<file path="src/rtl/week02_re02.sv">
// Registered magnitude comparator: MSB-first bit-slice cascade feeding one-hot Eq/Gt/Lt flops.
// SIGNED=1 flips the sense of the MSB slice's greater-than term for two's-complement operands.

module week02_re02_slice #(
  parameter bit INV_GT = 1'b0
) (
  input  logic i_a,
  input  logic i_b,
  output logic o_e,
  output logic o_g
);
  assign o_e = ~(i_a ^ i_b);
  assign o_g = INV_GT ? (~i_a & i_b) : (i_a & ~i_b);
endmodule

module week02_re02 #(
  parameter int WIDTH  = 2,
  parameter bit SIGNED = 1'b0
) (
  input  logic             clk,
  input  logic             rst_n,
  input  logic [WIDTH-1:0] A,
  input  logic [WIDTH-1:0] B,
  output logic             Eq,
  output logic             Gt,
  output logic             Lt
);
  logic [WIDTH-1:0] w_e, w_g;
  logic [WIDTH:0]   w_gt_acc, w_eq_acc;
  logic             w_gt, w_eq, w_lt;
  logic             r_eq, r_gt, r_lt;

  // Only the MSB slice is sign-aware; lower bits always compare as magnitudes.
  for (genvar i = 0; i < WIDTH; i++) begin : g_slice
    week02_re02_slice #(
      .INV_GT ((i == WIDTH-1) && SIGNED)
    ) u_slice (
      .i_a (A[i]),
      .i_b (B[i]),
      .o_e (w_e[i]),
      .o_g (w_g[i])
    );
  end

  // Ripple from the MSB: a lower slice can only decide gt if every slice above it is equal.
  assign w_gt_acc[WIDTH] = 1'b0;
  assign w_eq_acc[WIDTH] = 1'b1;
  for (genvar i = WIDTH-1; i >= 0; i--) begin : g_cascade
    assign w_gt_acc[i] = w_gt_acc[i+1] | (w_eq_acc[i+1] & w_g[i]);
    assign w_eq_acc[i] = w_eq_acc[i+1] & w_e[i];
  end

  assign w_gt = w_gt_acc[0];
  assign w_eq = w_eq_acc[0];
  assign w_lt = ~w_gt & ~w_eq;

  always_ff @(posedge clk or negedge rst_n) begin
    if (!rst_n) begin
      r_eq <= 1'b0;
      r_gt <= 1'b0;
      r_lt <= 1'b0;
    end else begin
      r_eq <= w_eq;
      r_gt <= w_gt;
      r_lt <= w_lt;
    end
  end

  assign Eq = r_eq;
  assign Gt = r_gt;
  assign Lt = r_lt;
endmodule

</file>
<file path="config.mk">
export PLATFORM = sky130hd
export DESIGN_NAME = week02_re02
export DESIGN_NICKNAME = d
export VERILOG_FILES = /design/src/rtl/week02_re02.sv
export SDC_FILE = /design/constraint.sdc
export NUM_CORES = 1
export LEC_CHECK = 0
export BUFFER_PORTS_ARGS = -buffer_cell sky130_fd_sc_hd__buf_4
export CAP_MARGIN = 20
export CORE_AREA = 2 2 39 41
export CTS_BUF_LIST = sky130_fd_sc_hd__clkbuf_2
export DETAILED_ROUTE_END_ITERATION = 10
export DIE_AREA = 0 0 41 43
export PLACE_DENSITY = 0.31
export SYNTH_ARGS = -nofsm -noshare
export SYNTH_HDL_FRONTEND = slang
export SYNTH_SLANG_ARGS = --single-unit
</file>
<file path="constraint.sdc">
create_clock -name clk -period 1 [get_ports clk]
set_input_delay 0.2 -clock clk [delete_from_list [all_inputs] [get_ports clk]]
set_output_delay 0.2 -clock clk [all_outputs]
set_load 0.05 [all_outputs]
</file>
== Word level (Yosys, flattened, before mapping) ==
Cells that the tools add are included.

* Word-level logic and storage cells: 17
* Output and inout bits: 3
* Input port bits: 6
* Bits in registers: 3

* Bitwise operators: 14

{| class="wikitable"
|+ Operators with widths
! cell !! number
|-
| $not 1->1 || 6
|-
| $and 1x1->1 || 5
|-
| $xor 1x1->1 || 2
|-
| $or 1x1->1 || 1
|}

== Logic depth before layout (Yosys ltp) ==
* Depth after elaboration: 6
* Mapped depth: 4
* Gate-level depth less buffers: 4

== Hierarchy ==
Synthesis repeated with hierarchy kept, for this count alone.

* Cell total of the unflattened synthesis: 11
* Area total of the unflattened synthesis: 133.9 um^2

{| class="wikitable"
|+ Modules (own cells, without submodules)
! module !! area an instance (um^2) !! cells an instance !! times used !! seq. area each (um^2)
|-
| week02_re02 || 101.3 || 7 || 1 || 75.1
|-
| week02_re02_slice || 16.3 || 2 || 2 || 0.0
|}

== Worst setup path after synthesis ==
Ideal clock, no wire load.

* Path type: input to register
* Start: input B[1]
* End: register r_gt (netlist: Gt)
* Buffers on the path: 0
* Stages on the path: 3
* Setup slack: 0.198 ns
* Data arrival time: 0.684 ns
* Library setup time: 0.119 ns
* Data required time: 0.881 ns
* Cells stage by stage: inv_1 -> ha_1 -> a21o_2

* Word-level cells in the longest chain between the ends: 4
* Elaborated cells on any way between the ends: 6
* Classes of those cells: bitwise (6)

{| class="wikitable"
|+ Ends and longest elaborated chain
! element !! line !! RTL
|-
| start: declaration || 23 || <nowiki>input logic [WIDTH-1:0] B,</nowiki>
|-
| $xor 1x1->1 || 12 || <nowiki>assign o_e = ~(i_a ^ i_b);</nowiki>
|-
| $not 1->1 || 12 ||
|-
| $and 1x1->1 || 49 || <nowiki>assign w_gt_acc[i] = w_gt_acc[i+1] | (w_eq_acc[i+1] & w_g[i]);</nowiki>
|-
| $or 1x1->1 * || 49 ||
|-
| net w_gt || 30 || <nowiki>logic w_gt, w_eq, w_lt;</nowiki>
|-
| end signal: assignment || 64 || <nowiki>r_gt <= w_gt;</nowiki>
|-
| end: declaration || 31 || <nowiki>logic r_eq, r_gt, r_lt;</nowiki>
|}

Mark *: on every way through the listed nets, which the timed path passes. The rest lies on a longest branch.

== Worst setup path in the final report ==
* Start: register r_eq (netlist: Eq)
* End: output Eq

{| class="wikitable"
|+ RTL lines
! element !! line !! RTL
|-
| start: declaration || 31 ||
|-
| start signal: assignment || 63 || <nowiki>r_eq <= w_eq;</nowiki>
|-
| end: declaration || 24 || <nowiki>output logic Eq,</nowiki>
|}

No word-level cell between the ends.

==> impl_metrics.tcl <==
set metrics [dict create \
    grt_setup_unrepaired "no" \
    cts_buffers 3 \
    synth_enable_flop_cells 0 \
    cp_max_fo 1 \
    start_util_pct 9.67 \
    drive_gt1_share_pct 54.2 \
    cpLargestDelayFamily "flip-flops" \
    gp_congestion 0.623 \
    p_per_area_nw_per_um2 1720 \
    ys_top_cells_by_area "dfrtp_1, ha_1, a21o_2, inv_1, o21a_1" \
    cp.buffers_inverters 1 \
    setup_tns_ns 0 \
    status "finished clean" \
    synthArstFlopShare_pct 100 \
    post-route-util_pct 17.6 \
    worstSetupEndpointType "output pin" \
    die_w_um 41 \
    p_leak_nw 0.136 \
    dr.pass1.iters 1 \
    placed_cell_area_um2 214 \
    synth_most_common_cell "dfrtp_1" \
    drcViolationCount 0 \
    synth-seq-area-share_pct 56.1 \
    ys.warnings.count 0 \
    synth_compound_area_share_pct 12.1 \
    die_h_um 43 \
    synth_top_area_share_pct 56.1 \
    critPathKind "flip-flop to output pin" \
    dp_hpwl_um 193 \
    area_delta_synth_final_pct 82.2 \
    finalInstanceArea_um2 244 \
    ys.flop_type "dfrtp_1" \
    htreeDepth 1 \
    via_per_inst 2.88 \
    grt_overflow 0 \
    crit_arrival_ns 0.75 \
    drt_wl_total_um 274 \
    cp_num_cells 1 \
    synth_top_family_by_area "adder cells" \
    detail-route-antenna-nets 0 \
    synth_top_area_cell "dfrtp_1" \
    synthMuxAreaShare_pct 0 \
    n_fill_cell 155 \
    fmax_mhz 1050 \
    core_um2 1380 \
    wl_per_cell_um 6.85 \
    hold_viol 0 \
    cts.clk_slew.worst_paths_ns 0.04 \
    drtIter0Drc 0 \
    synth_cell_types 7 \
    port_buffers 8 \
    register_area_um2 75.1 \
    grt_pass1_vias 127 \
    multiInputGateArea_um2 51.3 \
    syn-num-nets 19 \
    antenna_found_initial 0 \
    n_antenna_cell 0 \
    critPathMaxStageDelay_ns 0.36 \
    clock-root-buffer "clkbuf_2" \
    dieArea_um2 1760 \
    syn_area_per_cell_um2 12.2 \
    cts_tree "built" \
    period_needed_ns 0.948 \
    synth-simple-area-share_pct 7.48 \
    slowest_stage "dfrtp_1" \
    synth_xor_area_share_pct 0 \
    nets 33 \
    drv_cap 0 \
    path_cells "buf_4" \
    ys_ff_latch 3 \
    post-route-period-util_pct 94.8 \
    setup_viol 0 \
    gr-usage-all-layers_pct 4.22 \
    rows 14 \
    final.setup.worst_slack_ns 0.0517 \
    grt_pass1_wl_um 393 \
    required_ns 0.80 \
    pin_count 9 \
    synth_common_cells "dfrtp_1, ha_1, inv_1" \
    place_ws_ns 0.0736 \
    startpoint_type "flip-flop" \
    cts.sink_count 3 \
    slew_headroom_pct 90.3 \
    synthCells 11 \
    syn-cell-area_um2 134 \
    synth_fa_ha_area_share_pct 18.7 \
    hold_class "primary input to asynchronous set/reset pin" \
    tightest_slew_ns 0.147 \
    grt_max_degree 4 \
    dr_total_vias 115 \
    clockBufferDepth 2 \
    ir_worst_vdd_uv 297 \
    slew_violations 0 \
]
## per-layer routing
metal | vias to the layer above | part of all wire (%) | GRT usage [%]
li1 | 60 | - | -
met1 | 42 | 37 | 2.89
met2 | 11 | 36 | 4.69
met3 | 2 | 21 | 1.57
met4 | 0 | 5.1 | 10.0
met5 | - | 0 | 0
## layout by cell type, fill, tap and decap left out
cell,n
buf_4,8
a21o_2,1
dlygate4sd3_1,1
and2_1,1
ha_1,2
inv_1,2
o21a_1,1
dfrtp_1,3
nor2_1,1
clkbuf_2,4
## layout make-up
class	instances	share of cell area, %
Inverter	2	3.08
Clock buffer	4	8.21
Tap cell	16	8.21
Sequential cell	3	30.8
Multi-Input combinational cell	6	21.0
Timing Repair Buffer	9	28.7
## worst paths after layout
path | from | to
worst max-delay path | Eq$_DFF_PN0_ | Eq
worst min-delay path | rst_n | Gt$_DFF_PN0_
max in group asynchronous | rst_n | Eq$_DFF_PN0_
min in group clk | A[1] | Lt$_DFF_PN0_
## timing repair
item / CTS / global route
endpoints found under the hold margin: 3 / 0
gates resized for setup: 0 / 0
hold buffers: 1 / 0
setup buffers: 0 / 0
## per-stage QoR
step	std cells	hold slack (ns)	power, W
after floorplan	11	-0.0956	0.000206
after global placement	35	-0.0119	0.000246
after detailed placement	35	-0.00955	0.000247
after CTS	40	0.297	0.000434
after global routing	40	0.323	0.000450
final	40	0.314	0.000420
## power breakdown
part	internal (W)	total (W)	switching [W]
logic	0.0000449	0.000111	0.0000659
clock network	0.000105	0.000172	0.0000661
registers	0.000134	0.000137	0.00000317
## state kept, by name, indices dropped and copies added, names as in the netlist
| register | cells |
|---|---|
| Gt | 1 |
| Eq | 1 |
| Lt | 1 |
## logic make-up (layout without fill, tap and decap cells)
logic type,count (synthesis),in the layout
buffers and inverters,2,15
and+or+nand+nor,2,2
DFF,3,3
adders and majority gates,2,2
AOI/OAI and AO/OA,2,2
Note: power is estimated with default switching activity, not from simulation.
